[src/rtl/muldiv_unit.sv]
// Iterative 32x32 multiply/divide unit with HI/LO result registers.
// One shift-add or restoring-divide step per clock, sign fix-up in a final cycle.
module muldiv_unit #(
    parameter int DATA_W = 32
) (
    input  logic              clk,
    input  logic              rst_n,
    input  logic              start,
    input  logic [1:0]        op,
    input  logic [DATA_W-1:0] a,
    input  logic [DATA_W-1:0] b,
    input  logic              hi_we,
    input  logic              lo_we,
    input  logic [DATA_W-1:0] wdata,
    output logic              busy,
    output logic              done,
    output logic              div_by_zero,
    output logic [DATA_W-1:0] hi,
    output logic [DATA_W-1:0] lo
);

    localparam logic [1:0] S_IDLE = 2'd0;
    localparam logic [1:0] S_RUN  = 2'd1;
    localparam logic [1:0] S_FIX  = 2'd2;
    localparam logic [5:0] LAST_ITER = 6'(DATA_W - 1);

    logic [1:0]          state_q, state_d;
    logic [5:0]          cnt_q, cnt_d;
    logic [1:0]          op_q, op_d;
    logic                sign_a_q, sign_a_d;
    logic                sign_b_q, sign_b_d;
    logic                b_zero_q, b_zero_d;
    logic [DATA_W-1:0]   opb_q, opb_d;
    logic [2*DATA_W-1:0] prod_q, prod_d;
    logic [DATA_W-1:0]   hi_q, hi_d;
    logic [DATA_W-1:0]   lo_q, lo_d;
    logic                done_q, done_d;
    logic                dz_q, dz_d;

    logic [DATA_W:0]     mul_sum;
    logic [2*DATA_W-1:0] mul_next;
    logic [DATA_W:0]     div_shift;
    logic [DATA_W:0]     div_diff;
    logic [2*DATA_W-1:0] div_next;
    logic [2*DATA_W-1:0] prod_fixed;
    logic                op_signed;

    function automatic logic [DATA_W-1:0] magnitude(input logic [DATA_W-1:0] x,
                                                    input logic is_signed);
        return (is_signed && x[DATA_W-1]) ? ('0 - x) : x;
    endfunction

    function automatic logic [DATA_W-1:0] cond_neg(input logic [DATA_W-1:0] x,
                                                   input logic neg);
        return neg ? ('0 - x) : x;
    endfunction

    function automatic logic [2*DATA_W-1:0] cond_neg_wide(input logic [2*DATA_W-1:0] x,
                                                          input logic neg);
        return neg ? ('0 - x) : x;
    endfunction

    // prod_q holds {accumulator, multiplier} for MULT and {remainder, quotient} for DIV.
    assign mul_sum    = {1'b0, prod_q[2*DATA_W-1:DATA_W]} + {1'b0, opb_q & {DATA_W{prod_q[0]}}};
    assign mul_next   = {mul_sum, prod_q[DATA_W-1:1]};
    assign div_shift  = prod_q[2*DATA_W-1:DATA_W-1];
    assign div_diff   = div_shift - {1'b0, opb_q};
    assign div_next   = div_diff[DATA_W]
                      ? {div_shift[DATA_W-1:0], prod_q[DATA_W-2:0], 1'b0}
                      : {div_diff[DATA_W-1:0],  prod_q[DATA_W-2:0], 1'b1};
    assign prod_fixed = cond_neg_wide(prod_q, sign_a_q ^ sign_b_q);
    assign op_signed  = ~op[0];

    always_comb begin
        state_d  = state_q;
        cnt_d    = cnt_q;
        op_d     = op_q;
        sign_a_d = sign_a_q;
        sign_b_d = sign_b_q;
        b_zero_d = b_zero_q;
        opb_d    = opb_q;
        prod_d   = prod_q;
        hi_d     = hi_q;
        lo_d     = lo_q;
        done_d   = 1'b0;
        dz_d     = 1'b0;
        case (state_q)
            S_IDLE: begin
                if (start) begin
                    op_d     = op;
                    sign_a_d = op_signed & a[DATA_W-1];
                    sign_b_d = op_signed & b[DATA_W-1];
                    b_zero_d = (b == '0);
                    opb_d    = magnitude(b, op_signed);
                    prod_d   = {{DATA_W{1'b0}}, magnitude(a, op_signed)};
                    cnt_d    = '0;
                    state_d  = S_RUN;
                end else begin
                    if (hi_we) hi_d = wdata;
                    if (lo_we) lo_d = wdata;
                end
            end
            S_RUN: begin
                prod_d = op_q[1] ? div_next : mul_next;
                cnt_d  = cnt_q + 6'd1;
                if (cnt_q == LAST_ITER) state_d = S_FIX;
            end
            S_FIX: begin
                state_d = S_IDLE;
                done_d  = 1'b1;
                if (op_q[1]) begin
                    // Divide by zero leaves the dividend magnitude in the remainder,
                    // so the dividend-sign fix-up alone restores the original a.
                    lo_d = b_zero_q ? '1 : cond_neg(prod_q[DATA_W-1:0], sign_a_q ^ sign_b_q);
                    hi_d = cond_neg(prod_q[2*DATA_W-1:DATA_W], sign_a_q);
                    dz_d = b_zero_q;
                end else begin
                    hi_d = prod_fixed[2*DATA_W-1:DATA_W];
                    lo_d = prod_fixed[DATA_W-1:0];
                end
            end
            default: state_d = S_IDLE;
        endcase
    end

    always_ff @(posedge clk or negedge rst_n) begin
        if (!rst_n) begin
            state_q  <= S_IDLE;
            cnt_q    <= '0;
            op_q     <= '0;
            sign_a_q <= 1'b0;
            sign_b_q <= 1'b0;
            b_zero_q <= 1'b0;
            opb_q    <= '0;
            prod_q   <= '0;
            hi_q     <= '0;
            lo_q     <= '0;
            done_q   <= 1'b0;
            dz_q     <= 1'b0;
        end else begin
            state_q  <= state_d;
            cnt_q    <= cnt_d;
            op_q     <= op_d;
            sign_a_q <= sign_a_d;
            sign_b_q <= sign_b_d;
            b_zero_q <= b_zero_d;
            opb_q    <= opb_d;
            prod_q   <= prod_d;
            hi_q     <= hi_d;
            lo_q     <= lo_d;
            done_q   <= done_d;
            dz_q     <= dz_d;
        end
    end

    assign busy        = (state_q != S_IDLE);
    assign done        = done_q;
    assign div_by_zero = dz_q;
    assign hi          = hi_q;
    assign lo          = lo_q;

endmodule

[config.mk]
export PLATFORM = sky130hd
export DESIGN_NAME = muldiv_unit
export DESIGN_NICKNAME = d
export VERILOG_FILES = /design/src/rtl/muldiv_unit.sv
export SDC_FILE = /design/constraint.sdc
export NUM_CORES = 1
export LEC_CHECK = 0
export BUFFER_PORTS_ARGS = -buffer_cell sky130_fd_sc_hd__buf_2
export CELL_PAD_IN_SITES_DETAIL_PLACEMENT = 0
export CELL_PAD_IN_SITES_GLOBAL_PLACEMENT = 2
export CORE_ASPECT_RATIO = 1.75
export CORE_MARGIN = 4
export CORE_UTILIZATION = 25
export CTS_CLUSTER_SIZE = 14
export DETAILED_ROUTE_END_ITERATION = 7
export MAX_ROUTING_LAYER = met4
export PLACE_DENSITY = 0.69
export SYNTH_ARGS = -nofsm -noshare
export SYNTH_HDL_FRONTEND = slang
export SYNTH_SLANG_ARGS = --single-unit
[constraint.sdc]
create_clock -name clk -period 3.6 [get_ports clk]
set_clock_uncertainty 0.05 [all_clocks]
set_input_delay 0.72 -clock clk [delete_from_list [all_inputs] [get_ports clk]]
set_output_delay 0.72 -clock clk [all_outputs]
set_load 0.005 [all_outputs]
==> results.md <==
- Outcome: finished, final reports clean
- Largest net degree at the start of global routing: 63
- Top_reg_cell synth: dfrtp_1
- Post-route cell area: 17,550 um^2
- Fmax: 287.1 MHz
- Diode count: 0
- Fin crit share: 96.74%
- Syn Nets: 1,999
- Total grt overflow: 0
- Wire length per cell: 21.33 um
- Final HPWL DP: 48,930 um
- DIE WIDTH: 189.7 um
- Register area share after synthesis: 30.16%
- Flops & latches, synth: 174
- Hold_buf cts: 0
- Synth Instances: 1,825
- Layout cells sized above 1: 17.85%
- GRT met2 Usage: 38.04%
- Setup violators final: 0
- Min cycle time layout: 3.483 ns
- Clock Pin Slew Worst Setup and Hold Paths: 0.07 ns
- Final Power: 16.10 mW
- Syn. warnings: 0
- Worst skew pair latency: 0.46 ns
- GRT met3 Usage: 1.726%
- Largest cells by area after synthesis: dfrtp_1 30%, o21ai_0 7.9%, ha_1 6.0%
- Die Height: 325.9 um
- Clock buffer depth: 2
- Placed inst area: 16,870 um^2
- # DRC: 0
- CTS Root Buffer Type: clkbuf_16
- Mapped cell area: 14,440 um^2
- Yosys cell types: 77
- Fill cells: 6,285
- Worst setup EP type: flop
- Worst-Margin Slew: 0.8958 ns
- Synthesis-to-finish area growth: 21.58%
- Pleak: 7.325 nW
- Worst min-delay path category: input port to asynchronous set/reset pin
- Syn Area/Cell: 7.911 um^2
- Final core utilization: 30.70%
- GRT Max-Usage Layer: met2
- CORE AREA: 57,180 um^2
- Worst VDD drop: 0.4322 mV
- Top-area cell type share of the netlist area: 30.16%
- Max Cap Violations: 0
- Worst-path fanout max: 3
- Crit path DAT: 3.80 ns
- CTS H-Tree Depth: 4
- Drt via density: 5.069
- Crit path kind: flop to flop
- Met1 global-route usage: 19.48%
- TritonCTS Sinks: 174
- Total GRT Usage: 19.58%
- Routed Antenna Nets: 0
- Vias: 14,280
- Pwr Density: 917.2 nW/um^2
- EDFF count, synth: 0
- Die area: 61,810 um^2
- CP Launch Type: flop
- Slew HR: 39.82%
- Most common cell in the synthesized netlist: o21ai_0
- First-pass GRT wire length: 90,560 um
- Vias in the first global route: 15,100
- FP Rows: 116
- DRT iter0 DRCs: 779
- Post-Route WL: 60,100 um
- TritonRoute pass-1 iters: 4
- Final Hold Vio Count: 0
- Synth cell count leaders: 228 x o21ai_0, 207 x nand2_1, 174 x dfrtp_1, 168 x nor2_1, 141 x a21oi_1
- Num CTS Buffers: 17
- Worst reg2reg setup slack: 0.12 ns
- Post-synth top area cell: dfrtp_1
- CTS tree: built
- Fin. max-slew vios: 0
- Gp weighted congestion: 0.9235
- Antenna violations before repair: 4
- Total Nets Final: 2,211
- I/O Buffers: 169
- Io pins: 170
- Starting Density: 25.25%
- Required time of the critical path: 3.92 ns
- FFs w/ async S/R, synth: 100.0%
cell type report:
cell class	count	area, um^2	share of cell area [%]
sequential	174	4357	24.82
clock buffer	18	439.2	2.502
clock inverter	14	158.9	0.9053
tap	767	959.7	5.467
timing repair buffer	299	1878	10.70
multi-input combinational	1489	9550	54.41
inverter	56	210.2	1.198
kinds of logic (layout without fill, tap and decap cells):
logic type                 Yosys count  in the layout  share of synthesized area [%]
adders and majority gates           71             71                          6.257
xor gates and xnor gates           166            166                          10.07
AOI/OAI and AO/OA                  588            588                          24.55
DFF                                174            174                          30.16
muxes                               83             83                          5.754
buffers and inverters              162            387                          4.298
and+or+nand+nor                    581            581                          18.91
worst max-delay path, cell delays in order (launching register included):
cell and delay (ns):
dfrtp_1 0.44, and2_1 0.16, ha_1 0.16, inv_1 0.06, fa_1 0.37, nor2b_1 0.18
o31a_1 0.17, o31a_1 0.19, a21bo_2 0.22, nand3_1 0.12, a31oi_1 0.30, a31oi_1 0.18
o311a_1 0.40, o21a_1 0.18, nor3b_1 0.21
through the flow:
| step | instances | worst slack (ns) | TNS [ns] | hold slack (ns) |
|---|---|---|---|---|
| after floorplan | 1825 | 0.2211 | 0 | 0.3744 |
| after global placement | 2781 | -0.06290 | -0.1912 | 0.4156 |
| after detailed placement | 2781 | -0.1036 | -0.2295 | 0.4234 |
| after CTS | 2813 | 0.005271 | 0 | 0.1771 |
| after global routing | 2817 | -0.01317 | -0.01317 | 0.1932 |
| final | 2817 | 0.1174 | 0 | 0.1687 |
final timing paths:
path / start / end / cells past startpoint
setup / recovery: opb_q[0] / prod_q[63] / 14
hold / removal: rst_n / hi[15] / 1
setup reg to reg: opb_q[0] / prod_q[63] / 14
hold reg to reg: opb_q[23] / opb_q[23] / 2
max in group asynchronous: rst_n / op_q[1] / 2
min in group clk: op[1] / op_q[1] / 3
where the power goes:
part / switching [mW] / internal [mW]
combinational: 6.27 / 4.44
sequential: 0.756 / 2.65
clock: 0.924 / 1.06
total: 7.95 / 8.15
flip-flops by register name, summed over array words and instances, names as in the netlist:
signal / flops
b_zero_q: 1
cnt_q: 6
div_by_zero: 1
done: 1
hi: 32
lo: 32
op_q: 1
opb_q: 32
prod_q: 64
sign_a_q: 1
sign_b_q: 1
state_q: 2
metal layers:
| metal | up-vias | part of all wire, % | wire length [um] |
|---|---|---|---|
| met3 | 102 | 2.3 | 1391 |
| met4 | 0 | 4.7 | 2817 |
| li1 | 6957 | - | - |
| met5 | - | 0 | 0 |
| met2 | 320 | 56 | 33490 |
| met1 | 6901 | 37 | 22400 |
what timing repair did:
action | in CTS | in global routing
setup buffers | 0 | 4
gates resized for setup | 2 | 13
setup endpoints to repair | 7 | 13
pin swaps | 0 | 3
hold endpoints to repair | 0 | 0
cell usage in the layout (no fill, tap or decap), types with 15 or more instances in the layout:
cell type  count
a211oi_1      21
a21o_1        22
a21oi_1      141
a22oi_1       15
a31oi_1       20
buf_2        168
buf_4        126
clkbuf_16     17
dfrtp_1      172
ha_1          69
inv_1         55
mux2i_1       83
nand2_1      206
nand2b_1      15
nand3_1       27
nor2_1       167
nor2b_1       20
nor3_1        32
nor4_1        16
o211ai_1      32
o21ai_0      226
o31ai_1       15
or3_1         24
xnor2_1       83
xor2_1        82
Power figures use the tool's default switching activity.
